<file path="src/rtl/sb_axil_m_bridge.sv">
// sb_axil_m_bridge: stream-to-AXI-lite master bridge.
// Requests arrive as one packed word {we, prot, addr, strb, wdata}. Each one is
// issued as a single AW+W or AR transaction. Completed B/R beats are returned as
// one packed word {is_write, resp, rdata}. Reads and writes are never in flight
// together, so responses leave the bridge in request order.
module sb_axil_m_bridge #(
   parameter int DATA_WIDTH      = 32,
   parameter int ADDR_WIDTH      = 16,
   parameter int STRB_WIDTH      = DATA_WIDTH/8,
   parameter int MAX_OUTSTANDING = 4,
   parameter int ERR_WIDTH       = 16
) (
   input  logic                                         clk,
   input  logic                                         reset,
   // request stream
   input  logic [4+ADDR_WIDTH+STRB_WIDTH+DATA_WIDTH-1:0] req_data,
   input  logic                                         req_valid,
   output logic                                         req_ready,
   // response stream
   output logic [DATA_WIDTH+2:0]                        resp_data,
   output logic                                         resp_valid,
   input  logic                                         resp_ready,
   // AXI-lite write address
   output logic [ADDR_WIDTH-1:0]                        m_axil_awaddr,
   output logic [2:0]                                   m_axil_awprot,
   output logic                                         m_axil_awvalid,
   input  logic                                         m_axil_awready,
   // AXI-lite write data
   output logic [DATA_WIDTH-1:0]                        m_axil_wdata,
   output logic [STRB_WIDTH-1:0]                        m_axil_wstrb,
   output logic                                         m_axil_wvalid,
   input  logic                                         m_axil_wready,
   // AXI-lite write response
   input  logic [1:0]                                   m_axil_bresp,
   input  logic                                         m_axil_bvalid,
   output logic                                         m_axil_bready,
   // AXI-lite read address
   output logic [ADDR_WIDTH-1:0]                        m_axil_araddr,
   output logic [2:0]                                   m_axil_arprot,
   output logic                                         m_axil_arvalid,
   input  logic                                         m_axil_arready,
   // AXI-lite read data
   input  logic [DATA_WIDTH-1:0]                        m_axil_rdata,
   input  logic [1:0]                                   m_axil_rresp,
   input  logic                                         m_axil_rvalid,
   output logic                                         m_axil_rready,
   // status
   output logic [$clog2(MAX_OUTSTANDING+1)-1:0]         outstanding,
   output logic [ERR_WIDTH-1:0]                         err_count
);

   localparam int REQ_W = 4 + ADDR_WIDTH + STRB_WIDTH + DATA_WIDTH;
   localparam int CNT_W = $clog2(MAX_OUTSTANDING + 1);
   localparam logic [CNT_W-1:0] MAX_OUT = CNT_W'(MAX_OUTSTANDING);

   // Type of the transactions currently in flight; IDLE only when none are.
   typedef enum logic [1:0] {
      ST_IDLE  = 2'd0,
      ST_WRITE = 2'd1,
      ST_READ  = 2'd2
   } state_t;

   state_t                  r_state;
   state_t                  w_state_nxt;

   logic [CNT_W-1:0]        r_outstanding;
   logic [CNT_W-1:0]        w_cnt_nxt;
   logic [ERR_WIDTH-1:0]    r_err_count;

   logic                    r_awvalid;
   logic                    r_wvalid;
   logic                    r_arvalid;
   logic [ADDR_WIDTH-1:0]   r_awaddr;
   logic [2:0]              r_awprot;
   logic [DATA_WIDTH-1:0]   r_wdata;
   logic [STRB_WIDTH-1:0]   r_wstrb;
   logic [ADDR_WIDTH-1:0]   r_araddr;
   logic [2:0]              r_arprot;

   logic                    r_resp_valid;
   logic [DATA_WIDTH+2:0]   r_resp_data;

   // request field decode
   logic                    w_req_we;
   logic [2:0]              w_req_prot;
   logic [ADDR_WIDTH-1:0]   w_req_addr;
   logic [STRB_WIDTH-1:0]   w_req_strb;
   logic [DATA_WIDTH-1:0]   w_req_wdata;

   logic                    w_issue_busy;
   logic                    w_type_ok;
   logic                    w_req_ready;
   logic                    w_accept;
   logic                    w_resp_slot;
   logic                    w_bready;
   logic                    w_rready;
   logic                    w_b_hs;
   logic                    w_r_hs;
   logic                    w_done;
   logic                    w_err_hit;

   assign w_req_we    = req_data[REQ_W-1];
   assign w_req_prot  = req_data[REQ_W-2 -: 3];
   assign w_req_addr  = req_data[STRB_WIDTH+DATA_WIDTH +: ADDR_WIDTH];
   assign w_req_strb  = req_data[DATA_WIDTH +: STRB_WIDTH];
   assign w_req_wdata = req_data[DATA_WIDTH-1:0];

   // A new request must wait for the previous address/data issue to finish,
   // for a free slot, and for the pipe to drain when the direction changes.
   assign w_issue_busy = r_awvalid | r_wvalid | r_arvalid;
   assign w_type_ok    = (r_outstanding == '0) ||
                         (w_req_we ? (r_state == ST_WRITE) : (r_state == ST_READ));
   assign w_req_ready  = !reset && !w_issue_busy && (r_outstanding < MAX_OUT) && w_type_ok;
   assign w_accept     = req_valid && w_req_ready;

   // B/R are only taken when the response register can accept the beat.
   assign w_resp_slot  = !r_resp_valid || resp_ready;
   assign w_bready     = !reset && (r_state == ST_WRITE) && (r_outstanding != '0) && w_resp_slot;
   assign w_rready     = !reset && (r_state == ST_READ)  && (r_outstanding != '0) && w_resp_slot;
   assign w_b_hs       = m_axil_bvalid && w_bready;
   assign w_r_hs       = m_axil_rvalid && w_rready;
   assign w_done       = w_b_hs || w_r_hs;
   assign w_err_hit    = (w_b_hs && (m_axil_bresp != 2'b00)) ||
                         (w_r_hs && (m_axil_rresp != 2'b00));

   // In-flight count: accept and retire in the same cycle cancel out.
   always_comb begin
      w_cnt_nxt = r_outstanding;
      case ({w_accept, w_done})
         2'b10:   w_cnt_nxt = r_outstanding + CNT_W'(1);
         2'b01:   w_cnt_nxt = r_outstanding - CNT_W'(1);
         default: w_cnt_nxt = r_outstanding;
      endcase
   end

   // Direction tracking: set by the first accepted request, cleared on drain.
   always_comb begin
      w_state_nxt = r_state;
      if (w_cnt_nxt == '0)
         w_state_nxt = ST_IDLE;
      else if (w_accept)
         w_state_nxt = w_req_we ? ST_WRITE : ST_READ;
   end

   // State and in-flight counter registers.
   always_ff @(posedge clk) begin
      if (reset) begin
         r_state       <= ST_IDLE;
         r_outstanding <= '0;
      end else begin
         r_state       <= w_state_nxt;
         r_outstanding <= w_cnt_nxt;
      end
   end

   // Write issue: AW and W are raised together and retire independently.
   always_ff @(posedge clk) begin
      if (reset) begin
         r_awvalid <= 1'b0;
         r_wvalid  <= 1'b0;
         r_awaddr  <= '0;
         r_awprot  <= '0;
         r_wdata   <= '0;
         r_wstrb   <= '0;
      end else if (w_accept && w_req_we) begin
         r_awvalid <= 1'b1;
         r_wvalid  <= 1'b1;
         r_awaddr  <= w_req_addr;
         r_awprot  <= w_req_prot;
         r_wdata   <= w_req_wdata;
         r_wstrb   <= w_req_strb;
      end else begin
         if (r_awvalid && m_axil_awready) r_awvalid <= 1'b0;
         if (r_wvalid  && m_axil_wready)  r_wvalid  <= 1'b0;
      end
   end

   // Read issue: AR held until its handshake.
   always_ff @(posedge clk) begin
      if (reset) begin
         r_arvalid <= 1'b0;
         r_araddr  <= '0;
         r_arprot  <= '0;
      end else if (w_accept && !w_req_we) begin
         r_arvalid <= 1'b1;
         r_araddr  <= w_req_addr;
         r_arprot  <= w_req_prot;
      end else if (r_arvalid && m_axil_arready) begin
         r_arvalid <= 1'b0;
      end
   end

   // Response register: loads on B/R handshake, drains on resp_ready.
   always_ff @(posedge clk) begin
      if (reset) begin
         r_resp_valid <= 1'b0;
         r_resp_data  <= '0;
      end else if (w_b_hs) begin
         r_resp_valid <= 1'b1;
         r_resp_data  <= {1'b1, m_axil_bresp, {DATA_WIDTH{1'b0}}};
      end else if (w_r_hs) begin
         r_resp_valid <= 1'b1;
         r_resp_data  <= {1'b0, m_axil_rresp, m_axil_rdata};
      end else if (resp_ready) begin
         r_resp_valid <= 1'b0;
      end
   end

   // Saturating count of non-OKAY responses.
   always_ff @(posedge clk) begin
      if (reset)
         r_err_count <= '0;
      else if (w_err_hit && (r_err_count != '1))
         r_err_count <= r_err_count + ERR_WIDTH'(1);
   end

   assign req_ready      = w_req_ready;
   assign resp_valid     = r_resp_valid;
   assign resp_data      = r_resp_data;
   assign m_axil_awaddr  = r_awaddr;
   assign m_axil_awprot  = r_awprot;
   assign m_axil_awvalid = r_awvalid;
   assign m_axil_wdata   = r_wdata;
   assign m_axil_wstrb   = r_wstrb;
   assign m_axil_wvalid  = r_wvalid;
   assign m_axil_bready  = w_bready;
   assign m_axil_araddr  = r_araddr;
   assign m_axil_arprot  = r_arprot;
   assign m_axil_arvalid = r_arvalid;
   assign m_axil_rready  = w_rready;
   assign outstanding    = r_outstanding;
   assign err_count      = r_err_count;

endmodule

</file>
<file path="config.mk">
export PLATFORM = sky130hd
export DESIGN_NAME = sb_axil_m_bridge
export DESIGN_NICKNAME = d
export VERILOG_FILES = /design/src/rtl/sb_axil_m_bridge.sv
export SDC_FILE = /design/constraint.sdc
export NUM_CORES = 1
export LEC_CHECK = 0
export CAP_MARGIN = 20
export CORE_MARGIN = 2
export CORE_UTILIZATION = 37
export CTS_CLUSTER_SIZE = 28
export DETAILED_ROUTE_END_ITERATION = 10
export GPL_TIMING_DRIVEN = 0
export PLACE_DENSITY_LB_ADDON = 0.12
export SETUP_SLACK_MARGIN = 0.2
export SLEW_MARGIN = 25
export SYNTH_ARGS = -nofsm -noshare
export SYNTH_HDL_FRONTEND = slang
export SYNTH_SLANG_ARGS = --single-unit
export TNS_END_PERCENT = 30
</file>
<file path="constraint.sdc">
create_clock -name clk -period 3.3 [get_ports clk]
set_input_delay 0.66 -clock clk [delete_from_list [all_inputs] [get_ports clk]]
set_output_delay 0.66 -clock clk [all_outputs]
set_load 0.01 [all_outputs]
</file>
After elaboration in Yosys (flattened, before gate mapping) --
Index checks and enable logic that the tools add are counted.
Operators by class: add/subtract/negate cells 3, magnitude comparators 1, equality and inequality tests 5, multiplexer cells 14, bitwise gates (word level) 2, reduce and logical (&&, ||, !) cells 40
Operators by type and width (number):
- $mux W35 | 2
- $logic_and A1 B1 Y1 | 20
- $add A16 B1 Y16 const B | 1
- $ne A16 B16 Y1 const B | 1
- $reduce_bool A2 Y1 | 6
- $mux W1 | 10
- $logic_not A3 Y1 | 2
- $pmux W3 S2 | 1
- $reduce_bool A3 Y1 | 2
- $eq A2 B1 Y1 const B | 2
- $eq A2 B2 Y1 const B | 2
- $logic_not A1 Y1 | 4
- $logic_or A1 B1 Y1 | 4
- $reduce_or A2 Y1 | 2
- $add A3 B1 Y3 const B | 1
- $lt A3 B3 Y1 const B | 1
- $sub A3 B1 Y3 const B | 1
- $mux W2 | 1
- $or A1 B1 Y1 | 2
Word-level totals: register bits after elaboration 134, bits of input ports 101, output and inout bits 135, logic and storage cells 80

Longest topological paths before layout --
Gate-level depths: netlist of the first run.
depth after elaboration 11, mapped depth 14, mapped depth without buffers 12

Worst setup path before layout of the first run --
OpenSTA, ideal clock, no wires.
path kind input to register, from input port reset, to register r_state[1], setup time 0.139 ns, data arrival time 3.199 ns, setup slack -0.038 ns, stages 14, cell sequence buf_6 -> or3_1 -> buf_6 -> or2_2 -> clkbuf_1 -> nand2_1 -> ha_1 -> inv_1 -> fa_1 -> xor2_1 -> o21ai_0 -> a21oi_1 -> or3_1 -> a21boi_0
Between the ends: cells in the longest elaborated chain, start to end 10
Ends and longest elaborated chain:
- start: declaration | line 14 | input logic reset,
- $logic_not A1 Y1 (*) | line 118, 119
- $logic_and A1 B1 Y1 (on tied branches) (3 in a row) | line 118, 119
- $logic_and A1 B1 Y1 (on tied branches) | line 120, 121
- $logic_or A1 B1 Y1 (*) | line 122 | assign w_done = w_b_hs || w_r_hs;
- named net w_done | line 99 | logic w_done;
- $eq A2 B1 Y1 / $eq A2 B2 Y1 (equally long branches) | line 129 | case ({w_accept, w_done})
- $pmux W3 S2 (*) | line 129
- $logic_not A3 Y1 (*) | line 139 | if (w_cnt_nxt == '0)
- $reduce_or A2 Y1 (no line) (*)
- end signal: assignment | line 151 | r_state <= w_state_nxt;
- end: declaration | line 63 | state_t r_state;
The timed path passes the listed nets; every way through them passes the cells marked *. A chain may end at the register's enable or synchronous reset.

Final worst setup path of the first run --
from input port resp_ready, to register r_state[1]
Between the ends: cells in the longest elaborated chain, start to end 8
Ends and longest elaborated chain:
- start: declaration | line 22 | input logic resp_ready,
- $logic_or A1 B1 Y1 (*) | line 117 | assign w_resp_slot = !r_resp_valid || resp_ready;
- $logic_and A1 B1 Y1 (on tied branches) | line 118, 119
- $logic_and A1 B1 Y1 (on tied branches) | line 120, 121
- $logic_or A1 B1 Y1 (*) | line 122
- named net w_done | line 99
- $eq A2 B1 Y1 / $eq A2 B2 Y1 (equally long branches) | line 129
- $pmux W3 S2 (*) | line 129
- $logic_not A3 Y1 (*) | line 139
- $reduce_or A2 Y1 (no line) (*)
Marks and branches as above.

==> flow_summary.toml, run 1 <==
[sta]
fin_crit_sh = 0.969
fin_skew_ps = 7.97
worst_slack_ps = 104
slew_violations = 0
finalSetupViolCount = 0
hold_viol_final = 0
max_slew_margin = 0.513
rsz0062_at_grt = "yes"
max_freq_ghz = 0.313
post-route-min-period_ps = 3200
worstMarginPinSlew_ps = 726

[die]
core_um2 = 13300
row_count = 42
die_h_um = 121
start_util = 0.380
die_w_um = 121
die_area_um2 = 14600
ios = 236

[critical_path]
end_kind = "flop"
critPathArrivalTime_ps = 3470
crit_type = "input pin to flop"
crit_path_start_kind = "input pin"
critPathMaxFanout = 3
worstPathRequired_ps = 3570
cp_slowest_cell = "fa_2"
critPathMaxStageDelay_ps = 510
crit_top_cell = "nor2_1"
rr_worst_depth = 14
crit_chain = "clkdlybuf4s50_1 > nor2b_1 > or3_1 > buf_6 > or2_4 > clkbuf_8 > nand2_4 > ha_4 > inv_2 > fa_2 > nor2_1 > a21oi_1 > nor2_1 > or3_4 > a21boi_1"
r2r_end = "r_state[1]"
ff2ff_setup_slack_ps = 300
r2r-start = "outstanding[0]"

[power_and_ir_drop]
power_frac_comb = 0.104
intPower_uw = 3010
vdd_drop_max_v = 0.000316
p_leak_uw = 0.00282
pwr_density_cell_nw_per_um2 = 466
swShare = 0.223
power.switching_uw = 862
p_clk_frac = 0.462
seq_power_share = 0.434

[global_route]
grt_pass1_vias = 4996
grt_start_max_net_pins = 17
grt_usage = 0.210
grt_pass1_wl_um = 24300
overflow = 0
grt_antenna_before_repair = 0

[synthesis]
synthesis.instances = 633
synth_edf_count = 0
netlist_top_cells_area = "dfxtp_1 53%, nand2_1 17%, a21oi_1 12%, clkbuf_1 2.2%, or3_1 1.2%"
postSynthNetCount = 737
ys_types = 44
async_flop_share = 0
synth_top_area_cell = "dfxtp_1"
synth.top_cell.area_share = 0.531
yosysWarnings = 0
synth.most_common_cell = "nand2_1"
avgSynthCellArea_um2 = 7.97
yosysSeqAreaShare = 0.531
synthFlopType = "dfxtp_1"
synth_seq_cells = 134
synthTopCellsByCount = "234 x nand2_1, 134 x dfxtp_1, 123 x a21oi_1, 29 x clkbuf_1, 13 x nor2_1"
netlist_area_um2 = 5050

[worst_hold_path]
min_from = "m_axil_araddr[0]"
holdPathStages = 2
holdPathEnd = "m_axil_araddr[0]"
hp-class = "flop to flop"

[detailed_routing]
wirelength_um = 15500
vias = 5280
wl_per_cell_um = 14.3
drc = 0
drt_iter0_markers = 279
postRouteAntennaNets = 0
drt-vias-per-instance = 4.87
dr.pass1.iters = 5

[cts]
cts_buffer_depth = 2
cts_root_buf = "clkbuf_16"
ctsHoldBuffers = 0
cts_buffers = 17
htreeDepth = 4
worstSkewPairLatency_ps = 410
clkTransAtPathRegs_ps = 50
clock-sinks = 134
cts_tree = "built"

[final_layout]
syn_to_final_growth_pct = 64.3
regArea_um2 = 2680
multiInputGateArea_um2 = 2200
fill_cells = 1179
antenna-diode-count = 0
finalNonFillerCells = 1084
nNetsFinal = 999
drive_above_1_share = 0.0683

[outcome]
status = "completed"

[placed_design]
dp_hpwl_um = 11400
port_buffers = 234
placed_cells = 1043
preCtsSetupSlack_ps = -433
finalWeightedCongestion = 0.825

[run]
drv_cap = 0
-- area by class of cell --
| type | instances | area share |
|---|---|---|
| Clock buffer | 22 | 0.0548 |
| Clock inverter | 10 | 0.0127 |
| Sequential cell | 134 | 0.323 |
| Inverter | 7 | 0.00317 |
| Multi-Input combinational cell | 453 | 0.265 |
| Timing Repair Buffer | 243 | 0.291 |
| Tap cell | 176 | 0.0265 |
| Buffer | 39 | 0.0235 |
-- placed cells by master (no fill, tap or decap), types with 3 or more instances in the layout --
cell type / synthesis / layout
nor2_1: 13 / 13
a311oi_1: 3 / 3
or4_1: 6 / 6
clkbuf_16: 0 / 17
o31ai_1: 5 / 5
clkdlybuf4s50_1: 0 / 232
or3_1: 10 / 9
nand3_1: 8 / 8
nand2b_1: 3 / 3
dfxtp_1: 134 / 134
a21oi_1: 123 / 123
nor3_1: 3 / 3
buf_2: 8 / 8
inv_1: 7 / 6
nand2_1: 234 / 233
nor3b_1: 3 / 3
nand3b_1: 3 / 3
clkinv_2: 0 / 6
o21ai_0: 6 / 5
clkbuf_8: 0 / 3
clkbuf_1: 29 / 31
buf_4: 0 / 9
-- power by group through the flow --
stage / logic [uW] / registers [uW] / clock network [uW]
after floorplan: 129 / 1730 / 0
after global placement: 390 / 1710 / 0
after detailed placement: 394 / 1710 / 0
after CTS: 402 / 1680 / 1830
after global routing: 437 / 1680 / 1900
final: 402 / 1680 / 1790
-- logic make-up after synthesis --
family          after synthesis  share of synthesized area
compound gates              147                      0.156
xor+xnor                      3                    0.00521
fa+ha+maj                     3                    0.00892
buf+inv                      46                     0.0392
flops                       134                      0.531
mux                           1                    0.00198
simple gates                299                      0.257
-- routing by layer --
metal  track usage  up-vias  part of all wire
met5             0        -                 0
met4        0.0814        0             0.016
met3        0.0689       18             0.075
met2         0.345      179              0.48
met1         0.254     2444              0.43
li1              -     2639                 -
-- registers in the layout, indices dropped and copies added (netlist names) --
name,cells
resp_data,35
m_axil_wdata,32
err_count,16
m_axil_araddr,16
m_axil_awaddr,16
m_axil_wstrb,4
m_axil_arprot,3
m_axil_awprot,3
outstanding,3
r_state,2
m_axil_arvalid,1
m_axil_awvalid,1
m_axil_wvalid,1
resp_valid,1
-- stage by stage --
stage               hold slack [ps]  instance area, um^2  power [uW]   util  setup TNS (ps)
finish                          452                 8290        3870  0.624               0
detailed placement              446                 7660        2110  0.576            -926
global route                    461                 8290        4020  0.624               0
global placement                438                 7660        2100  0.576            -701
floorplan                       476                 5100        1860      -               0
CTS                             442                 8290        3910  0.623               0
-- timing repair --
item / CTS / global route
pin swaps: 3 / 0
buffers inserted: 9 / 0
setup endpoints to repair: 4 / 4
gates resized for setup: 1 / 2
-- worst max-delay path: cells and delay by family --
family | cells | cell delay (ps)
AND/OR/NAND/NOR | 7 | 1150
buffers and inverters | 4 | 760
adder cells (fa/ha/maj) | 2 | 640
AO/OA/AOI/OAI | 2 | 260
-- worst max path at each step --
| stage | start | to | slack [ps] | cells after the start |
|---|---|---|---|---|
| 6_report | resp_ready | r_state[1] | 100 | 15 |
| 5_1_grt | resp_ready | r_state[1] | 30 | 15 |
| 4_1_cts | resp_ready | r_state[1] | 100 | 15 |
| 3_5_place_dp | resp_ready | r_state[1] | -430 | 15 |
| 3_3_place_gp | resp_ready | r_state[1] | -360 | 15 |
| 2_1_floorplan | reset | r_state[1] | 200 | 14 |
No activity file was read; power rests on OpenSTA's default activity.
==> inputs of run 2 (changes only) <==
Settings changed: ABC_CLOCK_PERIOD_IN_PS set to 3300, RECOVER_POWER set to 25.
==> flow_summary.toml, run 2 (synthesized netlist as in run 1, its figures left out) <==
[sta]
max_slew_margin = 0.515
rsz0062_at_grt = "yes"
worst_hold_slack_ps = 449
fin_skew_ps = 6.16
slew_violations = 0
fin_crit_sh = 0.963
hold_viol_final = 0
worstMarginPinSlew_ps = 724
max_freq_ghz = 0.315
setup_tns_ps = 0
finalSetupViolCount = 0
post-route-min-period_ps = 3180

[final_layout]
layout_commonest_cell = "nand2_1"
utilization = 0.623
final_area_um2 = 8290
largest_reg_flops = 35
fill_cells = 1181
drive_above_1_share = 0.0672
mostFrequentLayoutCells = "233 x nand2_1, 166 x clkdlybuf4s50_1, 134 x dfxtp_1"
regArea_um2 = 2680
syn_to_final_growth_pct = 64.2
antenna-diode-count = 0
multiInputGateArea_um2 = 2200
nNetsFinal = 999
finalNonFillerCells = 1084

[cts]
clock-sinks = 134
cts_tree = "built"
cts_root_buf = "clkbuf_16"
ctsHoldBuffers = 0
worstSkewPairLatency_ps = 410
cts_buffers = 17
clkTransAtPathRegs_ps = 50
htreeDepth = 4
cts_buffer_depth = 2

[detailed_routing]
drt-vias-per-instance = 4.87
dr.pass1.iters = 5
postRouteAntennaNets = 0
routed.top_layer = "met4"
wl_met2_um = 7400
dr_wl_met3_um = 1190
wl_met1_um = 6620
vias = 5279
wl_per_cell_um = 14.3
drt_iter0_markers = 317
wirelength_um = 15500
drc = 0

[critical_path]
crit_type = "input pin to flop"
crit_path_start_kind = "input pin"
critPathTopFamily = "simple AND/OR/NAND/NOR gates"
cp_slowest_cell = "fa_2"
worstPathRequired_ps = 3570
critPathArrivalTime_ps = 3450
crit_chain = "clkdlybuf4s50_1 > nor2b_1 > or3_1 > clkbuf_1 > or2_4 > clkbuf_8 > nand2_4 > ha_4 > inv_2 > fa_2 > nor2_1 > a21oi_1 > nor2_1 > or3_4 > a21boi_1"
end_kind = "flop"
critPathMaxStageDelay_ps = 510
crit_top_cell = "nor2_1"
crit_buf_inv = 4
critPathMaxFanout = 3

[die]
start_util = 0.380
ios = 236
die_h_um = 121
row_count = 42
core_um2 = 13300
die_area_um2 = 14600
die_w_um = 121

[global_route]
grt_start_max_net_pins = 17
grt_usage = 0.210
grt_pass1_wl_um = 24300
overflow = 0
grt_pass1_vias = 4996
grt_antenna_before_repair = 0

[placed_design]
placed_cells = 1043
dp_hpwl_um = 11400
finalWeightedCongestion = 0.825
place_area_um2 = 7660
port_buffers = 234

[run]
drv_cap = 0

[power_and_ir_drop]
p_leak_uw = 0.00304
pwr_density_cell_nw_per_um2 = 466
vdd_drop_max_v = 0.000315

[outcome]
status = "completed"

[worst_hold_path]
hp-class = "flop to flop"
## run 2: cell type report
type / count / area share
well taps: 176 / 0.0266
clock buffers: 22 / 0.0548
multi-input cells: 453 / 0.265
inverters: 7 / 0.00317
flip-flops and latches: 134 / 0.324
repair buffers: 243 / 0.291
plain buffers: 39 / 0.0226
clock inverters: 10 / 0.0127
## run 2: worst min-delay path: cells and delay by family, from the launching register on
family	cells	cell delay (ps)
flops	1	300
compound gates	1	50
simple gates	1	50
## run 2: layer usage
metal / up-vias / track usage
li1: 2639 / -
met1: 2435 / 0.254
met2: 184 / 0.345
met3: 21 / 0.0689
met4: 0 / 0.0814
met5: - / 0
## run 2: worst paths after layout
kind / from / end / slack (ps) / cells after the start
setup / recovery: resp_ready / r_state[1] / 120 / 15
hold / removal: m_axil_araddr[0] / m_axil_araddr[0] / 450 / 2
setup reg to reg: outstanding[0] / r_state[1] / 320 / 14
hold reg to reg: m_axil_araddr[0] / m_axil_araddr[0] / 450 / 2
## run 2: through the flow
stage	worst slack, ps	power, uW
after global placement	-358	2100
final	121	3860
after floorplan	199	1860
after CTS	97.5	3910
after global routing	37.9	4010
after detailed placement	-433	2110
## run 2: power breakdown
group / switching (uW) / internal, uW
Sequential: 21.3 / 1660
Combinational: 175 / 218
Clock: 664 / 1120
## run 2: what timing repair did
action                                  CTS  global route
gates resized for setup                   1             2
pin swaps                                 3             0
endpoints found under the setup margin    4             4
setup buffers                             9             0
